`src/rtl/z80_io_uart_if.sv`:
```
// Z80 I/O bus bundle between the CPU glue (master) and the UART (slave).
interface z80_io_uart_if;
   logic       CPUCLK0;
   logic [7:0] A;
   logic [7:0] D_in;
   logic       nIORQ;
   logic       nRD;
   logic       nWR;
   logic       nM1;
   logic [7:0] d_out;
   logic       d_oe;

   modport master (output CPUCLK0, A, D_in, nIORQ, nRD, nWR, nM1,
                   input  d_out, d_oe);
   modport slave  (input  CPUCLK0, A, D_in, nIORQ, nRD, nWR, nM1,
                   output d_out, d_oe);
endinterface

```
`src/rtl/z80_io_uart.sv`:
```
// Z80 I/O-mapped 8N1 UART with TX/RX FIFOs and a runtime 16x-oversample baud divisor.
// Optional interrupt output is built when UART_IRQ_EN is defined; DIV_W must lie in 9..16.

module z80_io_uart_fifo #(
   parameter int DEPTH = 16,
   parameter int W     = 8
) (
   input  logic         CLK50MHz,
   input  logic         nRESET,
   input  logic         push_i,
   input  logic [W-1:0] din_i,
   input  logic         pop_i,
   output logic [W-1:0] dout_o,
   output logic         empty_o,
   output logic         full_o
);
   localparam int AW = $clog2(DEPTH);

   logic [W-1:0]  mem_q [0:DEPTH-1];
   logic [AW-1:0] wr_ptr_q;
   logic [AW-1:0] rd_ptr_q;
   logic [AW:0]   count_q;
   logic          push_ok;
   logic          pop_ok;

   assign empty_o = (count_q == '0);
   assign full_o  = (count_q == (AW+1)'(DEPTH));
   assign pop_ok  = pop_i & ~empty_o;
   // A pop in the same cycle frees a slot, so a full FIFO still takes the push.
   assign push_ok = push_i & (~full_o | pop_i);
   assign dout_o  = mem_q[rd_ptr_q];

   always_ff @(posedge CLK50MHz) begin
      if (push_ok) begin
         mem_q[wr_ptr_q] <= din_i;
      end
   end

   always_ff @(posedge CLK50MHz) begin
      if (!nRESET) begin
         wr_ptr_q <= '0;
         rd_ptr_q <= '0;
         count_q  <= '0;
      end else begin
         if (push_ok) begin
            wr_ptr_q <= wr_ptr_q + AW'(1);
         end
         if (pop_ok) begin
            rd_ptr_q <= rd_ptr_q + AW'(1);
         end
         if (push_ok & ~pop_ok) begin
            count_q <= count_q + (AW+1)'(1);
         end else if (pop_ok & ~push_ok) begin
            count_q <= count_q - (AW+1)'(1);
         end
      end
   end
endmodule

module z80_io_uart #(
   parameter logic [7:0] BASE_ADDR  = 8'h10,
   parameter int         FIFO_DEPTH = 16,
   parameter int         DIV_W      = 16,
   parameter int         DIV_RESET  = 27
) (
   input  logic         CLK50MHz,
   input  logic         nRESET,
   z80_io_uart_if.slave bus,
   output logic         tx,
   input  logic         rx,
   output logic         irq
);
   typedef enum logic [1:0] {
      S_IDLE  = 2'd0,
      S_START = 2'd1,
      S_DATA  = 2'd2,
      S_STOP  = 2'd3
   } uart_state_t;

   logic             hit;
   logic             rd_act;
   logic             wr_fire;
   logic             wr_tx;
   logic             wr_stat;
   logic             wr_div_lo;
   logic             wr_div_hi;
   logic             rd_q;
   logic [1:0]       rd_off_q;
   logic             wr_done_q;
   logic             rx_pop_req;

   logic [DIV_W-1:0] div_q;
   logic [DIV_W-1:0] tick_cnt_q;
   logic [DIV_W-1:0] tick_reload;
   logic             tick;
   logic [7:0]       div_hi_rd;

   logic [7:0]       tx_fifo_dout;
   logic             tx_empty;
   logic             tx_full;
   logic             tx_pop;
   uart_state_t      tx_state_q, tx_state_d;
   logic [3:0]       tx_tcnt_q, tx_tcnt_d;
   logic [2:0]       tx_bit_q, tx_bit_d;
   logic [7:0]       tx_shift_q, tx_shift_d;
   logic             tx_q, tx_d;

   logic [7:0]       rx_fifo_dout;
   logic             rx_empty;
   logic             rx_full;
   logic             rx_s1_q;
   logic             rx_s2_q;
   logic             rx_prev_q;
   uart_state_t      rx_state_q, rx_state_d;
   logic [3:0]       rx_tcnt_q, rx_tcnt_d;
   logic [2:0]       rx_bit_q, rx_bit_d;
   logic [7:0]       rx_shift_q, rx_shift_d;
   logic             rx_store;
   logic             rx_frame_err;

   logic             ovr_q;
   logic             fe_q;
   logic [1:0]       ien;
   logic             txidle;
   logic             txnf;
   logic             rxne;
   logic [7:0]       status;

   assign hit       = ~bus.nIORQ & bus.nM1 & (bus.A[7:2] == BASE_ADDR[7:2]);
   assign rd_act    = hit & ~bus.nRD;
   assign bus.d_oe  = rd_act;
   assign wr_fire   = bus.CPUCLK0 & hit & ~bus.nWR & ~wr_done_q;
   assign wr_tx     = wr_fire & (bus.A[1:0] == 2'd0);
   assign wr_stat   = wr_fire & (bus.A[1:0] == 2'd1);
   assign wr_div_lo = wr_fire & (bus.A[1:0] == 2'd2);
   assign wr_div_hi = wr_fire & (bus.A[1:0] == 2'd3);
   // The pop is deferred to the end of the read so a long read cycle pops once.
   assign rx_pop_req = rd_q & ~rd_act & (rd_off_q == 2'd0);

   always_ff @(posedge CLK50MHz) begin
      if (!nRESET) begin
         rd_q      <= 1'b0;
         rd_off_q  <= 2'd0;
         wr_done_q <= 1'b0;
      end else begin
         rd_q <= rd_act;
         if (rd_act) begin
            rd_off_q <= bus.A[1:0];
         end
         wr_done_q <= bus.nIORQ ? 1'b0 : (wr_done_q | wr_fire);
      end
   end

   assign tick_reload = (div_q == '0) ? '0 : div_q - DIV_W'(1);
   assign tick        = (tick_cnt_q == '0);

   always_ff @(posedge CLK50MHz) begin
      if (!nRESET) begin
         div_q      <= DIV_W'(DIV_RESET);
         tick_cnt_q <= '0;
      end else begin
         if (wr_div_lo) begin
            div_q[7:0] <= bus.D_in;
         end
         if (wr_div_hi) begin
            div_q[DIV_W-1:8] <= bus.D_in[DIV_W-9:0];
         end
         tick_cnt_q <= tick ? tick_reload : tick_cnt_q - DIV_W'(1);
      end
   end

   for (genvar gi = 0; gi < 8; gi++) begin : g_div_hi
      if (gi + 8 < DIV_W) begin : g_bit
         assign div_hi_rd[gi] = div_q[gi+8];
      end else begin : g_zero
         assign div_hi_rd[gi] = 1'b0;
      end
   end

   z80_io_uart_fifo #(.DEPTH(FIFO_DEPTH), .W(8)) u_tx_fifo (
      .CLK50MHz (CLK50MHz),
      .nRESET   (nRESET),
      .push_i   (wr_tx),
      .din_i    (bus.D_in),
      .pop_i    (tx_pop),
      .dout_o   (tx_fifo_dout),
      .empty_o  (tx_empty),
      .full_o   (tx_full)
   );

   z80_io_uart_fifo #(.DEPTH(FIFO_DEPTH), .W(8)) u_rx_fifo (
      .CLK50MHz (CLK50MHz),
      .nRESET   (nRESET),
      .push_i   (rx_store),
      .din_i    (rx_shift_q),
      .pop_i    (rx_pop_req),
      .dout_o   (rx_fifo_dout),
      .empty_o  (rx_empty),
      .full_o   (rx_full)
   );

   always_ff @(posedge CLK50MHz) begin
      if (!nRESET) begin
         tx_state_q <= S_IDLE;
         tx_tcnt_q  <= 4'd0;
         tx_bit_q   <= 3'd0;
         tx_shift_q <= 8'd0;
         tx_q       <= 1'b1;
      end else begin
         tx_state_q <= tx_state_d;
         tx_tcnt_q  <= tx_tcnt_d;
         tx_bit_q   <= tx_bit_d;
         tx_shift_q <= tx_shift_d;
         tx_q       <= tx_d;
      end
   end

   always_comb begin
      tx_state_d = tx_state_q;
      tx_tcnt_d  = tx_tcnt_q;
      tx_bit_d   = tx_bit_q;
      tx_shift_d = tx_shift_q;
      tx_pop     = 1'b0;
      case (tx_state_q)
         S_IDLE: begin
            if (tick & ~tx_empty) begin
               tx_state_d = S_START;
               tx_pop     = 1'b1;
               tx_shift_d = tx_fifo_dout;
               tx_tcnt_d  = 4'd0;
            end
         end
         S_START: begin
            if (tick) begin
               tx_tcnt_d = tx_tcnt_q + 4'd1;
               if (tx_tcnt_q == 4'd15) begin
                  tx_state_d = S_DATA;
                  tx_bit_d   = 3'd0;
               end
            end
         end
         S_DATA: begin
            if (tick) begin
               tx_tcnt_d = tx_tcnt_q + 4'd1;
               if (tx_tcnt_q == 4'd15) begin
                  tx_shift_d = {1'b0, tx_shift_q[7:1]};
                  tx_bit_d   = tx_bit_q + 3'd1;
                  if (tx_bit_q == 3'd7) begin
                     tx_state_d = S_STOP;
                  end
               end
            end
         end
         default: begin
            if (tick) begin
               tx_tcnt_d = tx_tcnt_q + 4'd1;
               if (tx_tcnt_q == 4'd15) begin
                  tx_state_d = S_IDLE;
               end
            end
         end
      endcase
      tx_d = 1'b1;
      if (tx_state_d == S_START) begin
         tx_d = 1'b0;
      end else if (tx_state_d == S_DATA) begin
         tx_d = tx_shift_d[0];
      end
   end

   assign tx = tx_q;

   always_ff @(posedge CLK50MHz) begin
      if (!nRESET) begin
         rx_s1_q    <= 1'b1;
         rx_s2_q    <= 1'b1;
         rx_prev_q  <= 1'b1;
         rx_state_q <= S_IDLE;
         rx_tcnt_q  <= 4'd0;
         rx_bit_q   <= 3'd0;
         rx_shift_q <= 8'd0;
      end else begin
         rx_s1_q    <= rx;
         rx_s2_q    <= rx_s1_q;
         rx_prev_q  <= rx_s2_q;
         rx_state_q <= rx_state_d;
         rx_tcnt_q  <= rx_tcnt_d;
         rx_bit_q   <= rx_bit_d;
         rx_shift_q <= rx_shift_d;
      end
   end

   always_comb begin
      rx_state_d   = rx_state_q;
      rx_tcnt_d    = rx_tcnt_q;
      rx_bit_d     = rx_bit_q;
      rx_shift_d   = rx_shift_q;
      rx_store     = 1'b0;
      rx_frame_err = 1'b0;
      case (rx_state_q)
         S_IDLE: begin
            if (rx_prev_q & ~rx_s2_q) begin
               rx_state_d = S_START;
               rx_tcnt_d  = 4'd0;
            end
         end
         S_START: begin
            // Half-bit re-check of the start bit filters short glitches.
            if (tick) begin
               rx_tcnt_d = rx_tcnt_q + 4'd1;
               if (rx_tcnt_q == 4'd7) begin
                  rx_tcnt_d  = 4'd0;
                  rx_bit_d   = 3'd0;
                  rx_state_d = rx_s2_q ? S_IDLE : S_DATA;
               end
            end
         end
         S_DATA: begin
            if (tick) begin
               rx_tcnt_d = rx_tcnt_q + 4'd1;
               if (rx_tcnt_q == 4'd15) begin
                  rx_shift_d = {rx_s2_q, rx_shift_q[7:1]};
                  rx_bit_d   = rx_bit_q + 3'd1;
                  if (rx_bit_q == 3'd7) begin
                     rx_state_d = S_STOP;
                  end
               end
            end
         end
         default: begin
            if (tick) begin
               rx_tcnt_d = rx_tcnt_q + 4'd1;
               if (rx_tcnt_q == 4'd15) begin
                  rx_store     = 1'b1;
                  rx_frame_err = ~rx_s2_q;
                  rx_state_d   = S_IDLE;
               end
            end
         end
      endcase
   end

   always_ff @(posedge CLK50MHz) begin
      if (!nRESET) begin
         ovr_q <= 1'b0;
         fe_q  <= 1'b0;
      end else begin
         if (wr_stat & bus.D_in[2]) begin
            ovr_q <= 1'b0;
         end
         if (rx_store & rx_full & ~rx_pop_req) begin
            ovr_q <= 1'b1;
         end
         if (wr_stat & bus.D_in[3]) begin
            fe_q <= 1'b0;
         end
         if (rx_store & rx_frame_err) begin
            fe_q <= 1'b1;
         end
      end
   end

   assign txidle = (tx_state_q == S_IDLE) & tx_empty;
   assign txnf   = ~tx_full;
   assign rxne   = ~rx_empty;

`ifdef UART_IRQ_EN
   logic [1:0] ien_q;
   logic       irq_q;

   always_ff @(posedge CLK50MHz) begin
      if (!nRESET) begin
         ien_q <= 2'b00;
         irq_q <= 1'b0;
      end else begin
         if (wr_stat) begin
            ien_q <= bus.D_in[6:5];
         end
         irq_q <= (ien_q[0] & rxne) | (ien_q[1] & txnf);
      end
   end

   assign ien = ien_q;
   assign irq = irq_q;
`else
   assign ien = 2'b00;
   assign irq = 1'b0;
`endif

   assign status = {1'b0, ien, txidle, fe_q, ovr_q, txnf, rxne};

   always_comb begin
      case (bus.A[1:0])
         2'd0:    bus.d_out = rxne ? rx_fifo_dout : 8'hFF;
         2'd1:    bus.d_out = status;
         2'd2:    bus.d_out = div_q[7:0];
         default: bus.d_out = div_hi_rd;
      endcase
   end
endmodule

```
`src/flat_wrapper.sv`:
```
// flat-port wrapper written by rule: the top's interface ports become plain ports
module z80_io_uart_flat 
#(
   parameter logic [7:0] BASE_ADDR  = 8'h10,
   parameter int         FIFO_DEPTH = 16,
   parameter int         DIV_W      = 16,
   parameter int         DIV_RESET  = 27
)
  (CLK50MHz, nRESET, tx, rx, irq, bus_CPUCLK0, bus_A, bus_D_in, bus_nIORQ, bus_nRD, bus_nWR, bus_nM1, bus_d_out, bus_d_oe);
  z80_io_uart_if bus_i ();
  input  logic CLK50MHz;
  input  logic nRESET;
  output logic tx;
  input  logic rx;
  output logic irq;
  input wire logic [$bits(bus_i.CPUCLK0)-1:0] bus_CPUCLK0;
  input wire logic [$bits(bus_i.A)-1:0] bus_A;
  input wire logic [$bits(bus_i.D_in)-1:0] bus_D_in;
  input wire logic [$bits(bus_i.nIORQ)-1:0] bus_nIORQ;
  input wire logic [$bits(bus_i.nRD)-1:0] bus_nRD;
  input wire logic [$bits(bus_i.nWR)-1:0] bus_nWR;
  input wire logic [$bits(bus_i.nM1)-1:0] bus_nM1;
  output wire logic [$bits(bus_i.d_out)-1:0] bus_d_out;
  output wire logic [$bits(bus_i.d_oe)-1:0] bus_d_oe;
  assign bus_i.CPUCLK0 = bus_CPUCLK0;
  assign bus_i.A = bus_A;
  assign bus_i.D_in = bus_D_in;
  assign bus_i.nIORQ = bus_nIORQ;
  assign bus_i.nRD = bus_nRD;
  assign bus_i.nWR = bus_nWR;
  assign bus_i.nM1 = bus_nM1;
  assign bus_d_out = bus_i.d_out;
  assign bus_d_oe = bus_i.d_oe;
  z80_io_uart #(.BASE_ADDR(BASE_ADDR), .FIFO_DEPTH(FIFO_DEPTH), .DIV_W(DIV_W), .DIV_RESET(DIV_RESET)) u_core (.CLK50MHz(CLK50MHz), .nRESET(nRESET), .bus(bus_i), .tx(tx), .rx(rx), .irq(irq));
endmodule
```
`config.mk`:
```
export PLATFORM = sky130hd
export DESIGN_NAME = z80_io_uart_flat
export DESIGN_NICKNAME = d
export VERILOG_FILES = /design/src/rtl/z80_io_uart_if.sv /design/src/rtl/z80_io_uart.sv /design/src/flat_wrapper.sv
export SDC_FILE = /design/constraint.sdc
export NUM_CORES = 1
export LEC_CHECK = 0
export ABC_CLOCK_PERIOD_IN_PS = 3800
export CAP_MARGIN = 20
export CORE_MARGIN = 2
export CORE_UTILIZATION = 41
export CTS_BUF_LIST = sky130_fd_sc_hd__clkbuf_4
export CTS_CLUSTER_DIAMETER = 60
export DETAILED_ROUTE_END_ITERATION = 12
export MAX_ROUTING_LAYER = met4
export SLEW_MARGIN = 20
export SYNTH_ARGS = -nofsm -noshare
export SYNTH_HDL_FRONTEND = slang
export SYNTH_SLANG_ARGS = --single-unit
```
`constraint.sdc`:
```
create_clock -name CLK50MHz -period 3.8 [get_ports CLK50MHz]
set_input_delay 0.57 -clock CLK50MHz [delete_from_list [all_inputs] [get_ports CLK50MHz]]
set_output_delay 0.57 -clock CLK50MHz [all_outputs]
set_load 0.01 [all_outputs]
```
Yosys cells after proc, flatten, opt, wreduce, memory -nomap -nowiden
Memory sizes are Yosys's and may differ from the RTL's. A register that Yosys moved wholly into a read port is not among the register bits. Index checks and enable logic that the tools add are counted.

Register bits after elaboration: 102. Bits in writable memories: 256. Input port bits: 24. Output and inout bits: 11. Word-level logic and storage cells: 216. Memories: 2.

Add/subtract/negate cells: 14. Equality and inequality tests: 28. Muxes and demuxes: 71. Bitwise operators: 47. Reductions and logical operators: 27.

Memories: u_core.u_rx_fifo.mem_q (words 16, bits a word 8, read ports 1, clocked after Yosys merged registers in 1, write ports 1, RTL line z80_io_uart.sv:19) `logic [W-1:0] mem_q [0:DEPTH-1];`; u_core.u_tx_fifo.mem_q (words 16, bits a word 8, read ports 1, clocked after Yosys merged registers in 1, write ports 1, RTL line z80_io_uart.sv:19).

Operator list (count): 4-bit 2-to-1 mux (11); 2-bit 2-to-1 mux (17); 16-bit logical NOT (2); 16-bit 2-to-1 mux (2); 8-bit 2-to-1 mux (4); 16-bit by 1-bit subtractor with 16-bit output (second input constant) (2); 1-bit AND (28); 4-bit by 1-bit adder with 4-bit output (second input constant) (6); 3-bit 2-to-1 mux (8); 8-bit case mux with 3 select lines (1); 2-bit by 1-bit inequality test with 1-bit output (second input constant) (11); 5-bit 2-to-1 mux (4); 1-bit 2-to-1 mux (18); 2-bit nonzero test (9); 1-bit inverter (16); 8-bit case mux with 2 select lines (1); 2-bit case mux with 3 select lines (2); 3-bit case mux with 2 select lines (2); 5-bit by 1-bit adder with 5-bit output (second input constant) (2); 2-bit == test (second input constant) (5); 5-bit == test (second input constant) (2); 5-bit logical NOT (2); 5-bit AND reduction (2); 5-bit by 1-bit subtractor with 5-bit output (second input constant) (2); other kinds (16) (28).

Longest topological paths before layout
Depth after elaboration: 13. Mapped depth: 17. Depth with buffers taken out: 15.

Cells and area by module
From an unflattened synthesis, not the netlist that was laid out.

Cells, all modules: 1119. Area, all modules: 15782.6 µm².

By module, submodules not included: z80_io_uart_fifo (times used 2, cells each 310, area each 5781.8 µm²); z80_io_uart (times used 1, cells each 499, area each 4219.0 µm²).

Worst setup path before layout
No wires, ideal clock.

Path type: input -> register. Start point: input bus_A[7]. End point: register u_core.u_rx_fifo.count_q[4]. Arrival: 3.306 ns. Setup slack: 0.419 ns. Stages: 14. Path buffers: 2. Cells stage by stage: nor4b_1 -> and3b_1 -> clkbuf_1 -> o211ai_1 -> and2_1 -> buf_2 -> ha_1 -> inv_1 -> ha_1 -> a21o_1 -> a21oi_1 -> xnor2_1 -> or3_1 -> a21boi_0.

Cells in the longest elaborated chain, start to end: 11.

RTL lines: start, declared (RTL line flat_wrapper.sv:17) `input wire logic [$bits(bus_i.A)-1:0] bus_A;`; 6-bit by 3-bit == test with 1-bit output * (RTL line z80_io_uart.sv:129) `assign hit = ~bus.nIORQ & bus.nM1 & (bus.A[7:2] == BASE_ADDR[7:2]);`; 1-bit AND * (RTL line z80_io_uart.sv:129); 1-bit AND * (RTL line z80_io_uart.sv:130) `assign rd_act = hit & ~bus.nRD;`; named net bus_d_oe (RTL line flat_wrapper.sv:24) `output wire logic [$bits(bus_i.d_oe)-1:0] bus_d_oe;`; 1-bit inverter * (RTL line z80_io_uart.sv:138) `assign rx_pop_req = rd_q & ~rd_act & (rd_off_q == 2'd0);`; 1-bit AND * (2 in series) (RTL line z80_io_uart.sv:138); 1-bit OR * (RTL line z80_io_uart.sv:30) `assign push_ok = push_i & (~full_o | pop_i);`; 1-bit AND * (RTL line z80_io_uart.sv:30); named net u_core.u_rx_fifo.push_ok (RTL line z80_io_uart.sv:23) `logic push_ok;`; 1-bit inverter (RTL line z80_io_uart.sv:53) `end else if (pop_ok & ~push_ok) begin`; 1-bit AND (RTL line z80_io_uart.sv:53); 2-bit nonzero test (no source line); end signal, assigned (RTL line z80_io_uart.sv:52) `count_q <= count_q + (AW+1)'(1);`; end signal, assigned (RTL line z80_io_uart.sv:54) `count_q <= count_q - (AW+1)'(1);`; end, declared (RTL line z80_io_uart.sv:22) `logic [AW:0] count_q;`.

Mark *: on every way through the listed nets, which the timed path passes. The rest lies on a longest branch. A chain may end at the register's enable or synchronous reset.

==> summary.md <==
| Metric | Value |
|---|---|
| Total leakage power | 6.202 nW |
| Number of I/O port buffers | 33 |
| Total power | 8.612 mW |
| Maximum number of pins on one net before global-route repair | 107 |
| Hold Crit Start | nRESET |
| Maximum capacitance violations | 0 |
| Placement Cell Area | 16900 um2 |
| Layout Cells excl Fill | 1834 |
| Post-detailed-route via-to-cell ratio | 5.195 |
| Fin. Hold Viols | 0 |
| CP startpoint kind | register |
| Boundary Pins | 35 |
| Post-route worst setup slack | 0.03474 ns |
| Result of the run | finished, final reports clean |
| Fraction of registers with async set/reset | 0 |
| Detailed-route via count | 9527 |
| Clock latency of the later-clocked register in the worst-skew pair | 0.79 ns |
| Skew final | 0.03959 ns |
| Nets | 1291 |
| Hold-fix buffer count after cts | 0 |
| DR DRC count | 0 |
| Commonest cells post-synth | edfxtp_1, dfxtp_1, nand2_1, mux4_2, and2_1 |
| Crit end category | output port |
| GRT Util Overall | 0.1837 |
| CTS Buf Count | 96 |
| Tightest Pin Transition | 0.9824 ns |
| Y dimension of the die | 200.7 um |
| Post-Synthesis Mean Instance Area | 14.13 um2 |
| P&R area growth vs syn | 14.77% |
| Total number of placement rows | 72 |
| Count of synthesis-stage warnings from yosys | 0 |
| Share of layout cells above drive strength 1 | 0.2254 |
| Max Root-Sink Buffers | 3 |
| Wire length of the first global-routing pass | 55.01 mm |
| Count of flip-flops with a built-in enable after synthesis | 256 |
| Post-synthesis cell area | 15860 um2 |
| Dominant cell by count in the synthesized netlist | edfxtp_1 |
| Placement Setup Slack | 0.07199 ns |
| Worst vdd rail ir drop | 0.0002637 V |
| Sinks on the clock net | 366 |
| Initial cell density of the core | 0.4132 |
| Post-synthesis instance total | 1122 |
| Accumulated negative setup slack | 0 ns |
| Clock Pin Slew Worst Setup and Hold Paths | 0.06 ns |
| Fin crit period | 3.765 ns |
| Clock tree from TritonCTS | yes |
| Wire length per cell after detailed routing | 19.03 um |
| Number of placed instances with taps included | 1652 |
| Unique masters post-synth | 72 |
| H-tree depth reported by CTS | 3 |
| Worst Path Required | 3.23 ns |
| Remaining antenna violation count | 0 |
| Root buffer cell | clkbuf_4 |
| Vias in the first global route | 9743 |
| Initial antenna violation count | 2 |
| Path category of the worst min-delay check | primary input to register |
| Worst Path Arrival | 3.20 ns |
| Synth Flop Type | edfxtp_1 |
| Width of the die | 200.7 um |
| Worst reg2reg startpoint | u_core.tick_cnt_q[0] |
| Max-slew violations | 0 |
| Number of setup violations in the final report | 0 |
| Largest area contributor in the netlist | edfxtp_1 |
| Last weighted congestion value of the routability-driven placer | 0.7941 |
| Fraction of synthesized cell area taken by the top area cell type | 0.4848 |
| Largest fanout on the critical path | 6 |
| Sequential element share of the synthesized area | 0.6237 |
| Total non-filler cell area in the finished layout | 18200 um2 |
| Critical path class | register to output port |
| Routed wire length | 34.90 mm |
| Post-Syn Nets | 1179 |
| Power per standard cell area | 473.2 nW/um2 |
| Max Clk Rate | 265.6 MHz |
| Largest cells by area after synthesis | edfxtp_1, dfxtp_1, mux4_2 |
| RSZ-0062 raised after global routing | true |
| Number of DRC violations after detailed-routing iteration 0 | 542 |
| Area inside the core boundary | 38380 um2 |
| Placed wire-length estimate | 22.42 mm |
| Aggregate global routing overflow | 0 |
| Share of the clock period used by the worst path after layout | 0.9909 |
| Full die area | 40260 um2 |
| Number of iterations in the first detailed-routing pass | 5 |
| Synthesis-stage register bit count | 366 |
| Worst max-slew margin expressed relative to the limit | 0.3427 |
cells by family after synthesis:
group	Yosys count	share of synthesized area
AOI/OAI and AO/OA	168	0.07133
xor gates and xnor gates	41	0.02265
adders and majority gates	33	0.02699
buffers and inverters	81	0.02202
DFF	366	0.6237
muxes	107	0.1190
other	1	0.0002365
and+or+nand+nor	325	0.1141
repair_timing:
action / 4_1_cts / 5_1_grt
buffers inserted: 1 / 0
cloned: 1 / 0
endpoints found under the setup margin: 8 / 5
gates resized for setup: 20 / 5
pin swaps: 1 / 1
through the flow:
stage,hold WS (ns),util
global placement,0.3985,0.4403
floorplan,0.3863,-
CTS,0.2290,0.4740
finish,0.2922,0.4742
global route,0.2325,0.4742
detailed placement,0.3965,0.4403
area by class of cell:
type	count	area, um2
diodes	3	7.507
clock buffers	148	1111
clock inverters	29	118.9
fillers	3441	20180
inverters	23	86.33
multi-input cells	675	5652
flip-flops and latches	366	9896
well taps	518	648.1
repair buffers	72	679.4
path summary, 6_finish.rpt:
path                                                     to  slack (ns)  cells past startpoint
worst min register to register               u_core.rx_s2_q        0.41                      1
worst min-delay path                         u_core.rx_s2_q        0.29                      3
worst max-delay path                           bus_d_out[5]        0.03                      8
worst max register to register  u_core.u_rx_fifo.count_q[4]        0.34                     14
layer usage:
| layer | vias up | global-route usage | wire (um) |
|---|---|---|---|
| met2 | 197 | 0.3068 | 17970 |
| met5 | - | - | 0 |
| met4 | 0 | 0.06243 | 651 |
| met1 | 4746 | 0.2204 | 14690 |
| li1 | 4524 | - | - |
| met3 | 60 | 0.04156 | 1581 |
registers in the layout (all words and copies together), names as in the netlist, 5 cells and up, named ones only:
signal	flops
u_core.tx_shift_q	8
u_core.u_tx_fifo.count_q	5
u_core.rx_shift_q	8
u_core.u_rx_fifo.mem_q	128
u_core.tick_cnt_q	16
u_core.div_q	16
u_core.u_tx_fifo.mem_q	128
u_core.u_rx_fifo.count_q	5
layout by cell type, fill, tap and decap left out, types with 4 or more instances in the layout:
cell type / count
edfxtp_1: 256
dfxtp_1: 107
nor3_1: 21
clkdlybuf4s50_1: 24
nor4_1: 8
nor2b_1: 35
buf_12: 4
o211ai_1: 8
nand2_1: 92
nand2b_1: 12
clkbuf_4: 148
mux4_2: 65
a21o_1: 5
o21a_1: 6
o21ai_0: 23
ha_1: 31
buf_4: 34
clkinv_1: 21
xor2_1: 10
nand3_1: 14
a21oi_1: 33
xnor2_1: 31
or4_1: 4
a21boi_0: 30
and3_1: 10
inv_1: 22
and2_1: 59
a22oi_1: 7
o22ai_1: 16
nor2_1: 36
mux2i_2: 4
mux2i_1: 36
dlygate4sd2_1: 7
a211oi_1: 12
inv_2: 5
power by group:
part           internal [mW]  leakage (nW)  switching (mW)
registers               4.30          3.23          0.0647
clock network           1.77         0.739            1.59
logic                  0.370          2.24           0.506
worst max-delay path, stage by stage (launching register included):
cell and delay (ns):
dfxtp_4 0.42, buf_4 0.19, mux4_2 0.49, nor2b_1 0.15, a211oi_2 0.28, a21oi_1 0.12
o21ai_0 0.21, o21ai_0 0.20, dlygate4sd2_1 0.35
Power figures use the tool's default switching activity.
